## src/rtl/sm_neuron_accumulator.sv

```systemverilog
// Neuron accumulator: sums TERMS sign-magnitude products onto a bias with saturation,
// then emits the rescaled, ReLU'd, saturated 8-bit sign-magnitude activation.
module sm_neuron_accumulator #(
    parameter int BIT    = 8,
    parameter int PROD_W = 2*BIT-1,
    parameter int TERMS  = 784,
    parameter int ACC_W  = 32,
    parameter int SHIFT  = 7
) (
    input  logic              iClk,
    input  logic              iRst,
    input  logic              iStart,
    input  logic [ACC_W-1:0]  iBias,
    input  logic              iValid,
    input  logic [PROD_W-1:0] iProduct,
    output logic              oReady,
    output logic              oValid,
    output logic [ACC_W-1:0]  oSum,
    output logic [BIT-1:0]    oAct,
    output logic              oBusy
);
    localparam int CNT_W = $clog2(TERMS+1);
    localparam int MAG_W = PROD_W-1;
    localparam logic [CNT_W-1:0] LAST    = CNT_W'(TERMS-1);
    localparam logic [ACC_W-1:0] ACT_MAX = {{(ACC_W-BIT+1){1'b0}}, {(BIT-1){1'b1}}};
    localparam logic [ACC_W-1:0] POS_MAX = {1'b0, {(ACC_W-1){1'b1}}};
    localparam logic [ACC_W-1:0] NEG_MIN = {1'b1, {(ACC_W-1){1'b0}}};

    typedef enum logic [1:0] {S_IDLE, S_ACC, S_DONE} state_t;

    state_t             r_state;
    logic [ACC_W-1:0]   r_acc;
    logic [CNT_W-1:0]   r_cnt;
    logic [ACC_W-1:0]   r_sum;
    logic [BIT-1:0]     r_act;

    logic [ACC_W:0]     w_mag_ext;
    logic [ACC_W:0]     w_term;
    logic [ACC_W:0]     w_sum_wide;
    logic [ACC_W-1:0]   w_sum_sat;
    logic [ACC_W-1:0]   w_shift;
    logic [BIT-1:0]     w_act;

    // One guard bit above the accumulator is enough: |term| < 2^(PROD_W-1) << 2^(ACC_W-1).
    always_comb begin
        w_mag_ext  = {{(ACC_W+1-MAG_W){1'b0}}, iProduct[MAG_W-1:0]};
        w_term     = iProduct[PROD_W-1] ? (~w_mag_ext + 1'b1) : w_mag_ext;
        w_sum_wide = {r_acc[ACC_W-1], r_acc} + w_term;
        case (w_sum_wide[ACC_W:ACC_W-1])
            2'b01:   w_sum_sat = POS_MAX;
            2'b10:   w_sum_sat = NEG_MIN;
            default: w_sum_sat = w_sum_wide[ACC_W-1:0];
        endcase
    end

    always_comb begin
        w_shift = w_sum_sat >> SHIFT;
        if (w_sum_sat[ACC_W-1] || (w_sum_sat == '0))
            w_act = '0;
        else if (w_shift > ACT_MAX)
            w_act = {1'b0, {(BIT-1){1'b1}}};
        else
            w_act = {1'b0, w_shift[BIT-2:0]};
    end

    always_ff @(posedge iClk or posedge iRst) begin
        if (iRst) begin
            r_state <= S_IDLE;
            r_acc   <= '0;
            r_cnt   <= '0;
            r_sum   <= '0;
            r_act   <= '0;
        end else if (iStart) begin
            // Start is accepted in every state; in ACC it aborts and drops this cycle's product.
            r_state <= S_ACC;
            r_acc   <= iBias;
            r_cnt   <= '0;
            r_sum   <= '0;
            r_act   <= '0;
        end else begin
            case (r_state)
                S_ACC: begin
                    if (iValid) begin
                        r_acc <= w_sum_sat;
                        r_cnt <= r_cnt + 1'b1;
                        if (r_cnt == LAST) begin
                            r_state <= S_DONE;
                            r_sum   <= w_sum_sat;
                            r_act   <= w_act;
                        end
                    end
                end
                S_DONE:  r_state <= S_IDLE;
                default: r_state <= S_IDLE;
            endcase
        end
    end

    assign oReady = (r_state == S_ACC);
    assign oValid = (r_state == S_DONE);
    assign oBusy  = (r_state != S_IDLE);
    assign oSum   = r_sum;
    assign oAct   = r_act;
endmodule

```

## config.mk

```make
export PLATFORM = sky130hd
export DESIGN_NAME = sm_neuron_accumulator
export DESIGN_NICKNAME = d
export VERILOG_FILES = /design/src/rtl/sm_neuron_accumulator.sv
export SDC_FILE = /design/constraint.sdc
export NUM_CORES = 1
export LEC_CHECK = 0
export ABC_CLOCK_PERIOD_IN_PS = 7100
export BUFFER_PORTS_ARGS = -buffer_cell sky130_fd_sc_hd__buf_4
export CAP_MARGIN = 10
export CELL_PAD_IN_SITES_DETAIL_PLACEMENT = 1
export CELL_PAD_IN_SITES_GLOBAL_PLACEMENT = 1
export CORE_MARGIN = 5
export CORE_UTILIZATION = 43
export DETAILED_ROUTE_END_ITERATION = 16
export PLACE_DENSITY_LB_ADDON = 0.15
export SYNTH_ARGS = -nofsm -noshare
export SYNTH_HDL_FRONTEND = slang
export SYNTH_SLANG_ARGS = --single-unit
export TNS_END_PERCENT = 100
```

## constraint.sdc

```tcl
create_clock -name iClk -period 7.1 [get_ports iClk]
set_input_delay 1.42 -clock iClk [delete_from_list [all_inputs] [get_ports iClk]]
set_output_delay 1.42 -clock iClk [all_outputs]
set_load 0.01 [all_outputs]
```

=== After elaboration in Yosys (flattened, before gate mapping) ===
Cells that the tools add are included.

* Register bits after elaboration: 84
* Word-level logic and storage cells: 48

* Add/sub/neg operators: 3
* Order comparisons: 1
* Equal/unequal tests: 7
* Mux-type cells: 22
* Bitwise operators: 1
* Reductions and logical operators: 9

{| class="wikitable"
|+ Operator list
! operator !! number
|-
| $mux W32 || 7
|-
| $pmux W32 S2 || 1
|-
| $add A33 B1 Y33 const B || 1
|-
| $add A33 B33 Y33 || 1
|-
| $mux W33 || 1
|-
| $not A14 Y33 || 1
|-
| $logic_not A32 Y1 || 1
|-
| $mux W8 || 4
|-
| $mux W10 || 3
|-
| $gt A25 B7 Y1 const B || 1
|-
| $mux W7 || 2
|-
| $add A10 B1 Y10 const B || 1
|-
| $eq A10 B10 Y1 const B || 1
|-
| $mux W2 || 4
|-
| $reduce_bool A2 Y1 || 4
|-
| $eq A2 B1 Y1 const B || 2
|-
| $eq A2 B2 Y1 const B || 2
|-
| $reduce_and A2 Y1 || 2
|-
| $ne A3 B2 Y1 const B || 1
|-
| $ne A3 B3 Y1 const B || 1
|-
| $reduce_and A3 Y1 || 1
|-
| $logic_or A1 B1 Y1 || 1
|}

=== Longest topological paths before layout ===
* Depth in word-level cells: 13
* Mapped depth: 28
* Gate-level depth less buffers: 27

=== Least setup slack after synthesis ===
OpenSTA, ideal clock, no wires.

* Path kind: input-to-reg
* Start: input port iProduct[11]
* End: register r_act[0], in the netlist oAct[0]
* Library setup time: 0.126 ns
* Arrival: 6.835 ns
* Setup slack: 0.139 ns
* Stages on the path: 26
* Path through: or4_1 or2_2 clkbuf_1 nor2_1 ha_1 nand2_1 o21ai_0 ha_1 buf_2 nand4_1 a31o_1 or4_1 o211ai_1 a21o_1 a21o_1 xnor2_1 inv_1 ha_1 nor2b_1 buf_1 a311o_1 a211oi_2 nand3_1 nor4b_2 a41oi_4 a221o_1

* Longest elaborated chain between the ends: 13

{| class="wikitable"
|+ RTL lines
! element !! line !! text
|-
| start, declared || 15 || <nowiki>input logic [PROD_W-1:0] iProduct,</nowiki>
|-
| $not A14 Y33 || 47 || <nowiki>w_term = iProduct[PROD_W-1] ? (~w_mag_ext + 1'b1) : w_mag_ext;</nowiki>
|-
| $add A33 B1 Y33 || 47 ||
|-
| $mux W33 * || 47 ||
|-
| $add A33 B33 Y33 * || 48 || <nowiki>w_sum_wide = {r_acc[ACC_W-1], r_acc} + w_term;</nowiki>
|-
| $eq A2 B2 Y1 or $eq A2 B1 Y1 (tied branches) || 49 || <nowiki>case (w_sum_wide[ACC_W:ACC_W-1])</nowiki>
|-
| $pmux W32 S2 * || 49 ||
|-
| $gt A25 B7 Y1 or $logic_not A32 Y1 (tied branches) || 60, 58 ||
|-
| $mux W7 or $logic_or A1 B1 Y1 (tied branches) || 60, 58 ||
|-
| $mux W7 * || 58 || <nowiki>if (w_sum_sat[ACC_W-1] || (w_sum_sat == '0))</nowiki>
|-
| $mux W8 * || 86 || <nowiki>if (r_cnt == LAST) begin</nowiki>
|-
| $mux W8 * || 83 || <nowiki>if (iValid) begin</nowiki>
|-
| $mux W8 * || 81 || <nowiki>case (r_state)</nowiki>
|-
| $mux W8 * || 73 || <nowiki>end else if (iStart) begin</nowiki>
|-
| end signal, assigned || 89 || <nowiki>r_act <= w_act;</nowiki>
|-
| end, declared || 35 || <nowiki>logic [BIT-1:0] r_act;</nowiki>
|}

Mark *: on every way between the ends. The rest lies on a longest branch, timed or not. The select of a mux whose other input is x is not followed.
A chain may end at the register's enable or synchronous reset.

=== Worst setup path in the final report ===
* Start: input port iProduct[1]
* End: register r_act[5], in the netlist oAct[5]

The elaborated chain is that of the path after synthesis.

==> metrics.md <==
| Metric | Value |
|---|---|
| Run status | `complete, no violations` |
| Power, Total | `about 4.0 mW` |
| Hold Startpoint | `oAct[0]$_DFFE_PP0P_` |
| Area share of the largest cell type after synthesis | `roughly a third` |
| Synth Cell Area | `6286 um^2` |
| Met3 wire len | `around 900 um` |
| Combinational fraction of design power | `approximately 71%` |
| Diode count | `0` |
| Total GRT Usage | `~27%` |
| Ranking of synthesized cells by area | `dfrtp_1 (33%), ha_1 (7.6%), a21oi_1 (5.7%)` |
| FFs w/ async S/R, synth | `100.0%` |
| Starting Density | `between 40% and 50%` |
| Clk pin slew, worst setup/hold paths | `60 ps` |
| Top-count cell post-synth | `nor2_1` |
| Clock Sinks | `83` |
| Die width | `between 100 and 150 um` |
| Top delay family on crit path | `compound AO/OA/AOI/OAI gates` |
| Via count | `roughly 6400` |
| Synth unique cells | `73` |
| Die ar. | `17140 um^2` |
| PwrDens | `just over 500 nW/um^2` |
| Cell taking the most area after synthesis | `dfrtp_1` |
| Final hold violation count | `0` |
| Number of port buffers | `92` |
| Critical Setup Path Class | `primary input to flop` |
| Slowest cell delay on critical path | `410 ps` |
| Area Growth Syn to Fin | `26.95%` |
| Row count | `44` |
| Worst Tran Pin Value | `1257 ps` |
| Cells after DPL | `approximately 1100` |
| Slew margin rel. | `16.19%` |
| Max Buffers Root-to-Sink | `2` |
| Die height | `~130 um` |
| Vias in the first global route | `6809` |
| Seq cells post-synth | `just over 80` |
| Yosys warnings | `0` |
| Grt total ovfl | `0` |
| Fin crit period | `6840 ps` |
| Clock power share | `between 10% and 20%` |
| Final Setup Violations | `0` |
| H-tree depth | `3` |
| Unrepaired setup endpoints after global routing | `false` |
| Clock Tree Root | `clkbuf_16` |
| Hold depth | `1` |
| Leakage | `approximately 3.7 nW` |
| Worst-path maximum fanout | `11` |
| Non-Filler Instances | `between 1000 and 1500` |
| Critical Path RT | `between 7000 and 8000 ps` |
| Met2 wire length | `around 11 mm` |
| Sw power | `2.032 mW` |
| Sw Share | `50.46%` |
| Final Max Tran Viols | `0` |
| First-pass GRT wire length | `around 36 mm` |
| IO Pins | `between 90 and 100` |
| Routed WL | `23.26 mm` |
| Kind of start point of the critical path | `primary input` |
| Fin nets | `977` |
| Hold-fix buffers, CTS | `0` |
| Clock Skew | `around 9 ps` |
| Hold path endpoint | `oAct[0]$_DFFE_PP0P_` |
| Fmax | `around 150 MHz` |
| Sequential share of the synthesized area | `around 33%` |
| R2R depth | `21` |
| Worst-skew pair later-pin latency | `between 300 and 400 ps` |
| RR Endpoint | `oAct[5]$_DFFE_PP0P_` |
| Top Layer Used | `met4` |
| Max Cap Viol | `0` |
| Worst reg2reg setup slack | `2130 ps` |
| Share of layout cells above drive strength 1 | `24.89%` |
| Crit end category | `flop` |
| Final WS setup | `between 200 and 300 ps` |
| Metal-1 WL | `9.803 mm` |
| Hold Crit Class | `flop to flop` |
| Cts bufs inserted | `9` |
| Placement Setup Slack | `-293.0 ps` |
| Post-synth top flop | `dfrtp_1` |
| TritonRoute pass-1 iters | `5` |
| Wire per inst | `21.62 um` |
| Syn Inst Count | `around 760` |
| Launch point of the worst reg-to-reg path | `r_acc[0]$_DFFE_PP0P_` |
| Worst Path Buf+Inv | `5` |
| Pint | `around 2.0 mW` |
| DRC | `0` |
| Core box area | `roughly 14000 um^2` |
| Antenna Violating Nets Remaining | `0` |
| DR vias/cell | `~6` |
| Post-synth EDFFs | `0` |
| CP max-delay cell | `or3_4` |
| Hpwl dp | `between 15 and 20 mm` |
| Synth Area per Inst | `8.304 um^2` |
| Flop pwr share | `15.9%` |
| Largest net degree at the start of global routing | `84` |
| TritonCTS clock tree | `yes` |
| Initial DRC count | `between 300 and 400` |
| Routability cong. | `0.9455` |
| Tcrit/Tclk final | `a little over nine tenths` |
| # fillers | `1733` |
| Initial antenna violation count | `0` |
| Post-synth top cells | `nor2_1 (90), dfrtp_1 (83), nand2_1 (78)` |
| Peak supply drop | `0.0002195 V` |
| Syn nets | `847` |
| CP arrival | `about 7100 ps` |
[metrics by stage]
| step | setup TNS, ps | cell area, um^2 | util [%] | hold WS, ps |
|---|---|---|---|---|
| after floorplan | 0 | 6286 | - | 497.3 |
| after global placement | -1039 | 7560 | 52.41 | 501.1 |
| after detailed placement | -1915 | 7560 | 52.41 | 505.5 |
| after CTS | 0 | 7888 | 54.68 | 524.8 |
| after global routing | 0 | 7980 | 55.33 | 543.9 |
| final | 0 | 7980 | 55.33 | 520.9 |
[cell type report]
type	count	area, um^2	area share [%]
Multi-Input combinational cell	602	3981	49.89
Inverter	21	80.08	1.003
Timing Repair Buffer	170	1284	16.09
Tap cell	184	230.2	2.885
Sequential cell	83	2077	26.03
Clock inverter	5	85.08	1.066
Clock buffer	11	242.7	3.042
[per-layer routing]
metal / global-route usage [%] / vias to the layer above
met5: 0 / -
met4: 11.86 / 0
met3: 4.268 / 54
met2: 46.77 / 182
met1: 33.77 / 3132
li1: - / 3006
[what timing repair did]
| action | CTS | global route |
|---|---|---|
| setup buffers | 0 | 2 |
| setup endpoints to repair | 0 | 7 |
| gates resized for setup | 0 | 17 |
[cell usage in the layout, fill, tap and decap left out, types with 8 or more instances in the layout]
master	n
nor3_1	10
a21oi_1	71
buf_4	168
a31oi_1	8
a211oi_1	30
nand4_1	11
a21o_1	25
xnor2_1	28
clkbuf_16	9
nand2_1	78
nand3_1	9
inv_1	20
ha_1	37
dfrtp_1	83
xor2_1	11
nor2_1	88
nor2b_1	9
o21ai_0	53
[worst max-delay path by stage]
stage	from	end	slack, ps	cells past startpoint
floorplan	iProduct[11]	oAct[0]$_DFFE_PP0P_	140	26
global placement	iProduct[2]	oAct[1]$_DFFE_PP0P_	-150	26
detailed placement	iProduct[2]	oAct[5]$_DFFE_PP0P_	-290	25
CTS	iProduct[2]	oAct[5]$_DFFE_PP0P_	60	25
global route	iProduct[1]	oAct[5]$_DFFE_PP0P_	20	25
finish	iProduct[1]	oAct[5]$_DFFE_PP0P_	260	25
[worst register-to-register path: stages, from the launching register on]
cell	delay, ps
dfrtp_1	380
ha_1	260
fa_1	420
a21o_1	210
a221oi_2	290
nor2b_1	300
or4_1	170
o211ai_1	110
a21o_1	210
a21o_1	210
xnor2_2	180
inv_1	110
ha_4	240
inv_1	90
buf_6	160
or3_1	130
a31oi_1	50
a211oi_2	280
nand3_2	140
nor4b_4	330
a41oi_4	220
a221o_1	330
[logic make-up (layout without fill, tap and decap cells)]
group | after synthesis | in the layout | synth area share (%)
AOI/OAI and AO/OA | 266 | 266 | 29.30
xor gates and xnor gates | 40 | 40 | 5.573
adders and majority gates | 39 | 39 | 7.882
buffers and inverters | 72 | 207 | 4.757
DFF | 83 | 83 | 33.04
muxes | 5 | 5 | 0.8161
other | 1 | 1 | 0.05966
and+or+nand+nor | 251 | 251 | 18.57
[sequential cells by signal, summed over array words and instances, names as in the netlist]
name	cells
oSum	32
r_acc	32
r_cnt	10
oAct	7
r_state	2
[power by group through the flow]
stage	Sequential (mW)	Combinational, mW	Clock (mW)
after floorplan	0.597	1.68	0
after global placement	0.646	2.63	0
after detailed placement	0.647	2.69	0
after CTS	0.640	2.74	0.524
after global routing	0.643	3.07	0.540
final	0.641	2.87	0.518
Power figures use the tool's default switching activity.
